**config.mk**
```make
export PLATFORM = sky130hd
export DESIGN_NAME = frame_fetch_flat
export DESIGN_NICKNAME = d
export VERILOG_FILES = /design/src/rtl/video_pkg.sv /design/src/rtl/frame_fetch_if.sv /design/src/rtl/delay_line.sv /design/src/rtl/frame_fetch.sv /design/src/flat_wrapper.sv
export SDC_FILE = /design/constraint.sdc
export NUM_CORES = 1
export LEC_CHECK = 0
export CAP_MARGIN = 20
export CELL_PAD_IN_SITES_DETAIL_PLACEMENT = 0
export CELL_PAD_IN_SITES_GLOBAL_PLACEMENT = 1
export CORE_MARGIN = 2
export CORE_UTILIZATION = 32
export CTS_BUF_LIST = sky130_fd_sc_hd__clkbuf_16
export DETAILED_ROUTE_END_ITERATION = 7
export GPL_ROUTABILITY_DRIVEN = 0
export PLACE_DENSITY_LB_ADDON = 0.1
export REMOVE_ABC_BUFFERS = 1
export SLEW_MARGIN = 40
export SYNTH_ARGS = -nofsm -noshare
export SYNTH_HDL_FRONTEND = slang
export SYNTH_SLANG_ARGS = --single-unit
```
**constraint.sdc**
```tcl
create_clock -name clk_in -period 0.8 [get_ports clk_in]
set_input_delay 0.24 -clock clk_in [delete_from_list [all_inputs] [get_ports clk_in]]
set_output_delay 0.24 -clock clk_in [all_outputs]
set_load 0.02 [all_outputs]
```
**src/rtl/video_pkg.sv**
```systemverilog
// Shared video types and constants for the framebuffer read path.
// Contents: framebuffer geometry, scaler coordinate widths, RGB565/RGB888
// pixel structs, and the 565 -> 888 channel expansion helper.
package video_pkg;

    localparam int unsigned FB_WIDTH  = 240;
    localparam int unsigned FB_HEIGHT = 320;
    localparam int unsigned HCOUNT_W  = 11;
    localparam int unsigned VCOUNT_W  = 10;
    localparam int unsigned PIX565_W  = 16;
    localparam int unsigned CHAN_W    = 8;

    typedef struct packed {
        logic [4:0] r5;
        logic [5:0] g6;
        logic [4:0] b5;
    } rgb565_t;

    typedef struct packed {
        logic [7:0] r8;
        logic [7:0] g8;
        logic [7:0] b8;
    } rgb888_t;

    // Replicate the top bits into the new LSBs so full scale maps to 0xFF.
    function automatic rgb888_t expand565(input rgb565_t pix);
        rgb888_t res;
        res.r8 = {pix.r5, pix.r5[4:2]};
        res.g8 = {pix.g6, pix.g6[5:4]};
        res.b8 = {pix.b5, pix.b5[4:2]};
        return res;
    endfunction

endpackage

```
**src/rtl/frame_fetch_if.sv**
```systemverilog
// Framebuffer BRAM read port between frame_fetch and the dual-bank BRAM.
// Signals:
//   bram_addr_out  {bank, offset} read address (ADDR_W+1 bits)
//   bram_en_out    read enable
//   bram_data_in   RGB565 read data, valid BRAM_LATENCY cycles after address
// Modports: master = reader (frame_fetch), slave = memory side.
interface frame_fetch_if #(
    parameter int unsigned ADDR_W = 17
) ();
    import video_pkg::*;

    logic [ADDR_W:0]       bram_addr_out;
    logic                  bram_en_out;
    logic [PIX565_W-1:0]   bram_data_in;

    modport master (
        output bram_addr_out,
        output bram_en_out,
        input  bram_data_in
    );

    modport slave (
        input  bram_addr_out,
        input  bram_en_out,
        output bram_data_in
    );

endinterface

```
**src/rtl/delay_line.sv**
```systemverilog
// Fixed-depth register delay line with asynchronous active-low clear.
// Ports:
//   clk, rst_n  clock and async active-low reset
//   i_d         data in (WIDTH bits)
//   o_q         data out, DEPTH cycles behind i_d
module delay_line #(
    parameter int unsigned WIDTH = 1,
    parameter int unsigned DEPTH = 1
) (
    input  logic             clk,
    input  logic             rst_n,
    input  logic [WIDTH-1:0] i_d,
    output logic [WIDTH-1:0] o_q
);

    logic [WIDTH-1:0] r_taps [DEPTH];

    // Shift register; tap 0 takes the input.
    always_ff @(posedge clk or negedge rst_n) begin
        if (!rst_n) begin
            for (int unsigned i = 0; i < DEPTH; i++) begin
                r_taps[i] <= '0;
            end
        end else begin
            r_taps[0] <= i_d;
            for (int unsigned i = 1; i < DEPTH; i++) begin
                r_taps[i] <= r_taps[i-1];
            end
        end
    end

    assign o_q = r_taps[DEPTH-1];

endmodule

```
**src/rtl/frame_fetch.sv**
```systemverilog
// Framebuffer read stage: scaled coordinates -> dual-bank BRAM address,
// BRAM latency absorbed, RGB565 expanded to RGB888 with syncs realigned,
// plus the double-buffer bank swap handshake (swaps only on vsync rise).
// Ports:
//   clk_in, rst_n_in               pixel clock, async active-low reset
//   scaled_hcount/vcount_in        framebuffer column/row
//   valid_addr_in                  coordinate inside the scaled image
//   hsync/vsync/blank_in           raw timing aligned with the coordinates
//   swap_req_in / swap_ack_out     writer frame-done level / one-cycle ack
//   bram                           BRAM read port (frame_fetch_if.master)
//   red/green/blue_out             RGB888, BRAM_LATENCY+2 cycles behind inputs
//   hsync/vsync/blank_out          timing, same latency as RGB
//   active_bank_out                bank currently being read
module frame_fetch #(
    parameter int unsigned FB_WIDTH     = video_pkg::FB_WIDTH,
    parameter int unsigned FB_HEIGHT    = video_pkg::FB_HEIGHT,
    parameter int unsigned BRAM_LATENCY = 2,
    parameter int unsigned ADDR_W       = 17
) (
    input  logic                              clk_in,
    input  logic                              rst_n_in,
    input  logic [video_pkg::HCOUNT_W-1:0]    scaled_hcount_in,
    input  logic [video_pkg::VCOUNT_W-1:0]    scaled_vcount_in,
    input  logic                              valid_addr_in,
    input  logic                              hsync_in,
    input  logic                              vsync_in,
    input  logic                              blank_in,
    input  logic                              swap_req_in,
    frame_fetch_if.master                     bram,
    output logic [video_pkg::CHAN_W-1:0]      red_out,
    output logic [video_pkg::CHAN_W-1:0]      green_out,
    output logic [video_pkg::CHAN_W-1:0]      blue_out,
    output logic                              hsync_out,
    output logic                              vsync_out,
    output logic                              blank_out,
    output logic                              swap_ack_out,
    output logic                              active_bank_out
);
    import video_pkg::*;

    localparam int unsigned PIX_LAT   = BRAM_LATENCY + 2;
    localparam int unsigned VALID_DLY = PIX_LAT - 1;
    localparam int unsigned SYNC_W    = 3;

    if (BRAM_LATENCY < 1 || BRAM_LATENCY > 4) begin : g_bad_latency
        $error("frame_fetch: BRAM_LATENCY must be in 1..4");
    end
    if ((64'(1) << ADDR_W) < 64'(FB_WIDTH) * 64'(FB_HEIGHT)) begin : g_bad_addr_w
        $error("frame_fetch: ADDR_W too narrow for FB_WIDTH*FB_HEIGHT");
    end

    logic [ADDR_W-1:0]  w_offset;
    logic [ADDR_W-1:0]  w_offset_gated;
    logic               w_valid_dly;
    logic [SYNC_W-1:0]  w_sync_dly;
    logic               w_vsync_rise;
    rgb888_t            w_rgb;

    logic [ADDR_W:0]    r_bram_addr;
    logic               r_bram_en;
    logic [CHAN_W-1:0]  r_red;
    logic [CHAN_W-1:0]  r_green;
    logic [CHAN_W-1:0]  r_blue;
    logic               r_vsync_prev;
    logic               r_swap_pending;
    logic               r_swap_ack;
    logic               r_active_bank;

    // Row-major offset, product kept at ADDR_W bits.
    assign w_offset       = ADDR_W'(scaled_vcount_in) * ADDR_W'(FB_WIDTH)
                          + ADDR_W'(scaled_hcount_in);
    assign w_offset_gated = valid_addr_in ? w_offset : '0;

    // Address stage; bank bit is the bank in force this cycle.
    always_ff @(posedge clk_in or negedge rst_n_in) begin
        if (!rst_n_in) begin
            r_bram_addr <= '0;
            r_bram_en   <= 1'b0;
        end else begin
            r_bram_addr <= {r_active_bank, w_offset_gated};
            r_bram_en   <= valid_addr_in;
        end
    end

    assign bram.bram_addr_out = r_bram_addr;
    assign bram.bram_en_out   = r_bram_en;

    // Valid lines up with returning BRAM data; output register adds the last cycle.
    delay_line #(.WIDTH(1), .DEPTH(VALID_DLY)) u_valid_dly (
        .clk   (clk_in),
        .rst_n (rst_n_in),
        .i_d   (valid_addr_in),
        .o_q   (w_valid_dly)
    );

    // Timing bits take the full pixel latency directly.
    delay_line #(.WIDTH(SYNC_W), .DEPTH(PIX_LAT)) u_sync_dly (
        .clk   (clk_in),
        .rst_n (rst_n_in),
        .i_d   ({hsync_in, vsync_in, blank_in}),
        .o_q   (w_sync_dly)
    );

    assign w_rgb = expand565(rgb565_t'(bram.bram_data_in));

    // Output stage: expanded pixel, black when the coordinate was outside.
    always_ff @(posedge clk_in or negedge rst_n_in) begin
        if (!rst_n_in) begin
            r_red   <= '0;
            r_green <= '0;
            r_blue  <= '0;
        end else if (w_valid_dly) begin
            r_red   <= w_rgb.r8;
            r_green <= w_rgb.g8;
            r_blue  <= w_rgb.b8;
        end else begin
            r_red   <= '0;
            r_green <= '0;
            r_blue  <= '0;
        end
    end

    assign w_vsync_rise = vsync_in & ~r_vsync_prev;

    // Bank swap: requests latch until the next vsync rise; same-cycle request counts.
    always_ff @(posedge clk_in or negedge rst_n_in) begin
        if (!rst_n_in) begin
            r_vsync_prev   <= 1'b0;
            r_swap_pending <= 1'b0;
            r_swap_ack     <= 1'b0;
            r_active_bank  <= 1'b0;
        end else begin
            r_vsync_prev <= vsync_in;
            if (w_vsync_rise && (r_swap_pending || swap_req_in)) begin
                r_active_bank  <= ~r_active_bank;
                r_swap_ack     <= 1'b1;
                r_swap_pending <= 1'b0;
            end else begin
                r_swap_ack <= 1'b0;
                // Held request is still high during the ack cycle; do not re-arm.
                if (swap_req_in && !r_swap_ack) begin
                    r_swap_pending <= 1'b1;
                end
            end
        end
    end

    assign red_out         = r_red;
    assign green_out       = r_green;
    assign blue_out        = r_blue;
    assign hsync_out       = w_sync_dly[2];
    assign vsync_out       = w_sync_dly[1];
    assign blank_out       = w_sync_dly[0];
    assign swap_ack_out    = r_swap_ack;
    assign active_bank_out = r_active_bank;

endmodule
```
**src/flat_wrapper.sv**
```systemverilog
// flat-port wrapper written by rule: the top's interface ports become plain ports
module frame_fetch_flat import video_pkg::*;
#(
    parameter int unsigned FB_WIDTH     = video_pkg::FB_WIDTH,
    parameter int unsigned FB_HEIGHT    = video_pkg::FB_HEIGHT,
    parameter int unsigned BRAM_LATENCY = 2,
    parameter int unsigned ADDR_W       = 17
)
  (clk_in, rst_n_in, scaled_hcount_in, scaled_vcount_in, valid_addr_in, hsync_in, vsync_in, blank_in, swap_req_in, red_out, green_out, blue_out, hsync_out, vsync_out, blank_out, swap_ack_out, active_bank_out, bram_bram_addr_out, bram_bram_en_out, bram_bram_data_in);
  frame_fetch_if #(.ADDR_W(ADDR_W)) bram_i ();
  input  logic clk_in;
  input  logic rst_n_in;
  input  logic [video_pkg::HCOUNT_W-1:0] scaled_hcount_in;
  input  logic [video_pkg::VCOUNT_W-1:0] scaled_vcount_in;
  input  logic valid_addr_in;
  input  logic hsync_in;
  input  logic vsync_in;
  input  logic blank_in;
  input  logic swap_req_in;
  output logic [video_pkg::CHAN_W-1:0] red_out;
  output logic [video_pkg::CHAN_W-1:0] green_out;
  output logic [video_pkg::CHAN_W-1:0] blue_out;
  output logic hsync_out;
  output logic vsync_out;
  output logic blank_out;
  output logic swap_ack_out;
  output logic active_bank_out;
  output wire logic [$bits(bram_i.bram_addr_out)-1:0] bram_bram_addr_out;
  output wire logic [$bits(bram_i.bram_en_out)-1:0] bram_bram_en_out;
  input wire logic [$bits(bram_i.bram_data_in)-1:0] bram_bram_data_in;
  assign bram_bram_addr_out = bram_i.bram_addr_out;
  assign bram_bram_en_out = bram_i.bram_en_out;
  assign bram_i.bram_data_in = bram_bram_data_in;
  frame_fetch #(.FB_WIDTH(FB_WIDTH), .FB_HEIGHT(FB_HEIGHT), .BRAM_LATENCY(BRAM_LATENCY), .ADDR_W(ADDR_W)) u_core (.clk_in(clk_in), .rst_n_in(rst_n_in), .scaled_hcount_in(scaled_hcount_in), .scaled_vcount_in(scaled_vcount_in), .valid_addr_in(valid_addr_in), .hsync_in(hsync_in), .vsync_in(vsync_in), .blank_in(blank_in), .swap_req_in(swap_req_in), .bram(bram_i), .red_out(red_out), .green_out(green_out), .blue_out(blue_out), .hsync_out(hsync_out), .vsync_out(vsync_out), .blank_out(blank_out), .swap_ack_out(swap_ack_out), .active_bank_out(active_bank_out));
endmodule
```
---- Word level (Yosys, flattened, before mapping) ----
Cells that the tools add are included.
W data, S select, Z words.
operators by class
  add/subtract/negate cells ............... 1
  multiply operators ...................... 1
  divide/modulo/power cells ............... 0
  order comparisons ....................... 0
  eq/ne operators ......................... 0
  shift-type cells ........................ 0
  mux-type cells .......................... 7
  bitwise gates (word level) .............. 3
  reductions and logical operators ........ 5
operators by type and width
  kind                     count
  $mux W8                  3
  $add A17 B11 Y17         1
  $mux W17                 1
  $mul A10 B4 Y13 const B  1
  $mux W1                  3
  $logic_and A1 B1 Y1      2
  $not A1 Y1               2
  $reduce_bool A2 Y1       1
  $and A1 B1 Y1            1
  $logic_not A1 Y1         1
  $logic_or A1 B1 Y1       1
word-level totals
  bits in registers ....................... 61
  bits in latches ......................... 0
  memory bits (writable) .................. 0
  ROM bits ................................ 0
  input bits .............................. 44
  output and inout bits ................... 48
  memories kept ........................... 0

---- Depth between registers and ports, before layout ----
Gate-level depths: netlist of run 1.
  depth in word-level cells ............... 4
  gate-level depth with buffers ........... 16

---- Cells and area by module ----
Synthesis of run 1 repeated with hierarchy kept, for this count alone.
second synthesis, totals
  cell total of the unflattened synthesis .. 276
  area, all modules ....................... 3,060.4 sq um
modules (own cells, without submodules)
  module                            times used  cells each  area an instance (sq um)
  frame_fetch                       1           258         2,662.6
  delay_line at u_core.u_sync_dly   1           15          322.8
  delay_line at u_core.u_valid_dly  1           3           75.1

---- Least setup slack after synthesis of run 1 ----
OpenSTA, ideal clock, no wires.
  path kind ............................... in2reg
  start ................................... input scaled_vcount_in[3] (netlist name)
  end ..................................... register u_core.r_bram_addr[13] (netlist: u_core.bram.bram_addr_out[13])
  setup time .............................. 0.072 ns
  arrival time ............................ 3.615 ns
  data required time ...................... 0.728 ns
  slack ................................... -2.887 ns
  cell stages on the path ................. 15
  buffers on the path ..................... 0
  path through ............................ inv_1 fa_1 fa_1 inv_1 ha_1 nor2b_1 nor2_1 xnor2_1 ha_1 or3_1 o21ai_0 o21bai_1 and4b_4 xnor3_1 nor2_1
between the ends
  longest elaborated chain between the ends .. 3
RTL lines
  item                           line                text
  from (decl)                    flat_wrapper.sv:14  input logic [video_pkg::VCOUNT_W-1:0] scaled_vcount_in;
  $mul A10 B4 Y13                frame_fetch.sv:70   assign w_offset = ADDR_W'(scaled_vcount_in) * ADDR_W'(FB_WIDTH)
  $add A17 B11 Y17               frame_fetch.sv:71   + ADDR_W'(scaled_hcount_in);
  $mux W17                       frame_fetch.sv:72   assign w_offset_gated = valid_addr_in ? w_offset : '0;
  net u_core.w_offset_gated[13]  frame_fetch.sv:53   logic [ADDR_W-1:0] w_offset_gated;
  to (signal assigned)           frame_fetch.sv:80   r_bram_addr <= {r_active_bank, w_offset_gated};
  to (decl)                      frame_fetch.sv:59   logic [ADDR_W:0] r_bram_addr;
The timed path passes the listed nets, and every way through them passes these cells.
A chain may end at the register's enable or synchronous reset.

---- Worst setup path after layout of run 1 ----
  start ................................... input scaled_vcount_in[0] (netlist name)
  end ..................................... register u_core.r_bram_addr[14] (netlist: u_core.bram.bram_addr_out[14])
The elaborated chain is that of the path after synthesis.

==> metrics.txt, run 1 <==
placed instance count 521; Post-Synth Simple-Gate Area 0.130; total CTS buffers 5; Max-cap violations 0; layout cells sized above 1 0.424; final net count 515; Setup crit end kind register; outcome finished, violations left; Rows 35; Die H approximately 100 µm; kind of cell adding the most delay to the critical path adder cells; XOR/XNOR Fraction of Synth Area 0.0512; Antenna Cells 0; Sw Pwr roughly 4.4 mW; FMAX ~300 MHz; initial drt markers 55; Flop pwr share 0.249; Final Cycle Share 4.23; Max IR drop VDD about 0.0012 V; mapped cell area a little under 3000 µm²; startpoint types primary input; Chip Width 101 µm; setup total negative slack -36.34 ns; Skew-Pair Late Insertion Delay ~0.28 ns; syn avg cell area 11.0 µm²; Slowest-stage cell, CP fa_2; WP data required around 0.96 ns; worst slack at placement -3.52 ns; number of distinct library cells after synthesis 41; maximum fanout along the worst path 3; worst setup margin -2.58 ns; I/O Buffers just over 90; Comb pwr share 0.598; Residual DRC 0; arrival time at the worst endpoint roughly 3.5 ns; Worst Skew approximately 0.0019 ns; Post-Syn Instances about 270; leakage between 2 and 2.5 nW; ranking of synthesized cells by area dfrtp_1, fa_1, ha_1; Setup Crit Path Kind in2reg; root buffer cell clkbuf_16; worst hold path type in2reg; clock transition at the registers of the reported paths ~0.06 ns; per-cell routed wire length 12.2 µm; critical-path cell list buf_8 > fa_2 > inv_2 > fa_2 > inv_2 > ha_4 > a21oi_4 > nor2b_4 > nor2_2 > xnor2_1 > ha_1 > or3_4 > o21ai_2 > buf_4 > a211oi_2 > nand4_1 > buf_4 > xnor2_2 > nor2_1; Cell Int Power 8.42 mW; Seq/Total Area, Yosys 0.436; CTS sink cnt 52; Synth area leader dfrtp_1; final hold vios 0; Via Count 2395; Initial Util 0.326; Buf/Inv on CP 5; H-tree depth 2; min cycle time layout ~3.4 ns; slew margin rel. 0.745; Critical Path Max Stage Delay slightly below 0.6 ns; I/O pins 92; antenna-violating nets left 0; first-pass GRT wire length ~11000 µm; initial antenna violation count 0; post-synthesis compound-gate area fraction 0.0868; First-pass DRT Iterations 3; Yosys top cell area share 0.436; failing checks negative setup slack; post-route insts no fill 543; Vias per Instance 4.41; Yosys warnings 0; clock power share 0.154; Net Sw Frac 0.344; post-synthesis mux area share 0; synthesized flop and latch total between 50 and 60; WL final roughly 6600 µm; RSZ-0062 raised after global routing yes; Post-DP HPWL between 5000 and 6000 µm; Final setup viols 70; clock tree buffer depth 2; P&R area growth vs syn 68.7%; Die ar. 10100 µm²; GR Overflow Total 0; largest net degree at the start of global routing 31; PwrDens roughly 2600 nW/µm²; Slew @ Worst Pin 0.382 ns; largest family of logic cells by synthesized area adder cells; GRT Total Usage 0.135; adder-cell share of the synthesized area 0.213; max-slew violations 0; fin util 0.550; CTS tree done; vias in the first global route 2463; Core Region 9150 µm²
layout make-up:
cell class | count | area, µm²
Timing Repair Buffer | 164 | 1570
Fill cell | 831 | 4120
Sequential cell | 52 | 1300
Multi-Input combinational cell | 165 | 1720
Tap cell | 111 | 139
Clock buffer | 5 | 125
Inverter | 43 | 161
Clock inverter | 3 | 13.8
power by group through the flow:
stage / combinational [mW] / sequential, mW / clock, mW
2_1_floorplan: 3.04 / 3.63 / 0
3_3_place_gp: 6.21 / 3.16 / 0
3_5_place_dp: 6.28 / 3.17 / 0
4_1_cts: 7.05 / 3.20 / 2.04
5_1_grt: 8.42 / 3.24 / 2.17
6_report: 7.67 / 3.19 / 1.97
timing repair:
action,4_1_cts,5_1_grt
pin swaps,35,32
endpoints found under the hold margin,52,0
resized for setup,352,30
setup endpoints to repair,80,89
buffers inserted,9,9
hold buffers,1,0
cell usage after synthesis, drive strengths merged:
master    n
and4b     1
o31a      1
nand3     4
nor4      1
inv      43
a31o      1
or2       1
nand2b    3
o2111a    1
nand4     3
o2111ai   1
and2     21
or3       4
fa       18
o211ai    3
a211oi    3
dfrtp    52
o21ai     5
buf      10
xor2      6
nor3      6
o31ai     1
ha       22
a41oi     1
nor2     13
a21oi    14
nor2b     3
o21a      3
xnor3     1
nor3b     1
xnor2     8
clkbuf    1
o21bai    3
nand2     9
a21o      2
and3      1
path summary, 6_finish.rpt:
kind	startpoint	to	slack, ns	depth (start not counted)
worst min register to register	u_core.u_sync_dly.r_taps[6]	u_core.u_sync_dly.r_taps[3]	0.35	0
worst min-delay path	vsync_in	u_core.u_sync_dly.r_taps[10]	0.21	1
worst max-delay path	scaled_vcount_in[0]	u_core.bram.bram_addr_out[14]	-2.58	19
max in group asynchronous	rst_n_in	u_core.green_out[5]	0.12	3
min in group asynchronous	rst_n_in	u_core.bram.bram_addr_out[8]	0.48	3
worst max register to register	u_core.u_valid_dly.o_q	u_core.green_out[5]	-0.10	2
registers in the layout, summed over array words and instances (netlist names):
name and count:
u_core.u_valid_dly.r_taps 1, u_core.blue_out 5, u_core.u_sync_dly.r_taps 9, u_core.red_out 5, u_core.u_valid_dly.o_q 1, u_core.active_bank_out 1, u_core.green_out 6, u_core.bram.bram_addr_out 18
u_core.r_swap_pending 1, u_core.swap_ack_out 1, u_core.bram.bram_en_out 1, u_core.u_sync_dly.o_q 3
kinds of logic after synthesis:
logic type               Yosys count
AO/OA/AOI/OAI                     39
XOR/XNOR                          15
adder cells (fa/ha/maj)           40
buffers and inverters             54
flip-flops                        52
AND/OR/NAND/NOR                   71
cells in the final DEF, fill, tap and decap left out, drive strengths merged, types with 2 or more instances in the layout:
master and instances:
a211oi 3, a21o 2, a21oi 14, and2 21, buf 124, clkbuf 6
clkdlybuf4s50 33, clkinv 3, dfrtp 52, dlygate4sd2 4, fa 18, ha 22
inv 43, nand2 9, nand2b 3, nand3 4, nand4 3, nor2 13
nor2b 3, nor3 6, o211ai 3, o21a 3, o21ai 5, o21bai 3
or3 4, xnor2 8, xor2 6
stage by stage:
step | total power [mW] | hold WS [ns] | area [µm²]
2_1_floorplan | 6.67 | -0.0556 | 2900
3_3_place_gp | 9.37 | 0.212 | 4400
3_5_place_dp | 9.45 | 0.220 | 4400
4_1_cts | 12.3 | 0.201 | 4850
5_1_grt | 13.8 | 0.216 | 5030
6_report | 12.8 | 0.206 | 5030
metal layers:
metal | wire length (µm) | global-route usage | vias up
met4 | 133 | 0.0464 | 0
met3 | 246 | 0.0118 | 10
met2 | 3260 | 0.239 | 71
met5 | 0 | 0 | -
li1 | - | - | 1189
met1 | 3000 | 0.173 | 1125
No activity file was read; power rests on OpenSTA's default activity.
==> run 2, diff against run 1 <==
--- a/config.mk
+++ b/config.mk
@@ -13,6 +13,7 @@
 export CTS_BUF_LIST = sky130_fd_sc_hd__clkbuf_16
 export DETAILED_ROUTE_END_ITERATION = 7
 export GPL_ROUTABILITY_DRIVEN = 0
+export HOLD_SLACK_MARGIN = 0.03
 export PLACE_DENSITY_LB_ADDON = 0.1
 export REMOVE_ABC_BUFFERS = 1
 export SLEW_MARGIN = 40
==> results of run 2 <==
No change in the layout: final DEF, timing and power equal those of run 1.
==> run 3, diff against run 2 <==
--- a/config.mk
+++ b/config.mk
@@ -16,6 +16,7 @@
 export HOLD_SLACK_MARGIN = 0.03
 export PLACE_DENSITY_LB_ADDON = 0.1
 export REMOVE_ABC_BUFFERS = 1
+export SKIP_LAST_GASP = 1
 export SLEW_MARGIN = 40
 export SYNTH_ARGS = -nofsm -noshare
 export SYNTH_HDL_FRONTEND = slang
==> run 3 against run 2 <==
Against the previous run: the flow still finishes with violations (negative setup slack); register-to-register slack barely moved; die area did not move; core utilization rose by 0.068 points; final cell count rose by 0.18%; first-iteration DRC count fell by 11%; power rose by 1.1%; clock power barely moved; sequential share of layout area barely moved; routed wire length fell by 0.30%; sequential cell count did not move.
==> metrics.txt, run 3 (synthesis results as in run 1) <==
arrival time at the worst endpoint 3.56 ns (+0.02 ns); Worst Skew 0.00201 ns (+0.0000673 ns); FMAX 294 MHz (-0.54%); met2 usage 0.238 (-0.00103); Setup Crit Path Kind in2reg; failing checks negative setup slack; first-pass GRT wire length 11100 µm (+0.19%); total CTS buffers 5 (unchanged); WL final 6620 µm (-0.30%); GR Layer Usage met3 0.0118 (unchanged); Critical Path Max Stage Delay 0.58 ns (about the same); First-pass DRT Iterations 3 (unchanged); initial antenna violation count 0 (unchanged); Slew @ Worst Pin 0.379 ns (-0.00393 ns); CTS sink cnt 52 (unchanged); I/O Buffers 91 (unchanged); CTS tree done; slew margin rel. 0.747 (+0.00262); GRT Total Usage 0.135 (+0.000275); WP data required 0.96 ns (about the same); busiest grt layer met2; post-route insts no fill 544 (+0.18%); Antenna Cells 0 (unchanged); Max IR drop VDD 0.00116 V (about the same); layout cells sized above 1 0.423 (-0.000978); Die ar. 10100 µm² (unchanged); min cycle time layout 3.40 ns (+0.0184 ns); M1 GR Usage 0.174 (+0.00169); Skew-Pair Late Insertion Delay 0.28 ns (about the same); kind of cell adding the most delay to the critical path adder cells; GR Overflow Total 0 (unchanged); Vias per Instance 4.40 (-0.14%); vias in the first global route 2464 (+0.041%); worst setup margin -2.60 ns (-0.0184 ns); placed instance count 521 (unchanged); Layout fillers 830 (-0.12%); P&R area growth vs syn 68.9%; PwrDens 2570 nW/µm² (+0.96%); total power 13.0 mW (+1.1%); RSZ-0062 raised after global routing yes; outcome finished, violations left; Die H 101 µm (unchanged); final hold vios 0 (unchanged); max reg flops 18 (unchanged); maximum fanout along the worst path 3 (unchanged); Buf/Inv on CP 5 (unchanged); H-tree depth 2 (unchanged); Final setup viols 70 (unchanged); Residual DRC 0 (unchanged); setup total negative slack -36.65 ns (-0.311 ns); placed inst area 4400 µm² (unchanged); clock transition at the registers of the reported paths 0.06 ns (about the same); Chip Width 101 µm (unchanged); per-cell routed wire length 12.2 µm (-0.48%); worst hold path type in2reg; Setup crit end kind register; largest net degree at the start of global routing 31 (unchanged); Core Region 9150 µm² (unchanged); clock tree buffer depth 2 (unchanged); Rows 35 (unchanged); leakage 2.44 nW (+0.56%); most frequent cells in the layout buf_4, buf_6, dfrtp_1; fin util 0.551 (+0.000684); most common cell after layout, fill and taps aside buf_4; initial drt markers 49 (-11%); Initial Util 0.326 (unchanged); Max-cap violations 0 (unchanged); Final Cycle Share 4.25 (+0.0230); max-slew violations 0 (unchanged); antenna-violating nets left 0 (unchanged); final net count 516 (+0.19%); Via Count 2396 (+0.042%); I/O pins 92 (unchanged); Post-DP HPWL 5200 µm (unchanged); final instance area 5040 µm² (+0.12%); root buffer cell clkbuf_16; critical-path cell list buf_8 > fa_2 > inv_2 > fa_2 > inv_2 > ha_4 > a21oi_4 > nor2b_4 > nor2_4 > xnor2_2 > ha_1 > or3_4 > o21ai_2 > buf_4 > a211oi_2 > nand4_1 > buf_4 > xnor2_2 > nor2_1; Slowest-stage cell, CP fa_2; startpoint types primary input
## run 3: metal layers
layer / wire length, µm / up-vias / part of all wire
li1: - / 1192 / -
met1: 2980 / 1123 / 0.45
met2: 3260 / 71 / 0.49
met3: 245 / 10 / 0.037
met4: 136 / 0 / 0.021
met5: 0 / - / 0
## run 3: what timing repair did
action	in CTS	in global routing
gates resized for setup	340	37
hold buffers	1	0
cloned	0	0
endpoints found under the setup margin	80	89
hold endpoints to repair	52	0
pin swaps	34	37
setup buffers	9	8
## run 3: path summary, 6_finish.rpt
kind / from / end / slack (ns) / cells past startpoint
hold / removal: vsync_in / u_core.u_sync_dly.r_taps[10] / 0.21 / 1
hold reg to reg: u_core.u_sync_dly.r_taps[6] / u_core.u_sync_dly.r_taps[3] / 0.35 / 0
setup reg to reg: u_core.u_valid_dly.o_q / u_core.green_out[5] / -0.10 / 2
setup / recovery: scaled_vcount_in[1] / u_core.bram.bram_addr_out[14] / -2.60 / 19
max in group asynchronous: rst_n_in / u_core.green_out[5] / 0.12 / 3
min in group asynchronous: rst_n_in / u_core.bram.bram_addr_out[8] / 0.48 / 3
## run 3: stage by stage
| stage | hold slack [ns] | worst slack [ns] |
|---|---|---|
| finish | 0.206 | -2.60 |
| global route | 0.216 | -2.73 |
| CTS | 0.201 | -2.67 |
| detailed placement | 0.220 | -3.52 |
| global placement | 0.212 | -3.40 |
| floorplan | -0.0556 | -2.89 |
## run 3: where the power goes
group	switching [mW]	internal, mW
clock	0.838	1.14
combinational	3.43	4.37
sequential	0.185	3.01
total	4.46	8.52
## run 3: worst register-to-register path: stages (launching register included)
cell and delay, ns:
dfrtp_2 0.46, buf_2 0.19, and2_1 0.15
## run 3: final cells by class
cell class	count	area, µm²	share of cell area
multi-input cells	165	1730	0.343
repair buffers	165	1570	0.311
flip-flops and latches	52	1300	0.259
inverters	43	161	0.0320
well taps	111	139	0.0276
clock buffers	5	125	0.0248
clock inverters	3	13.8	0.00273
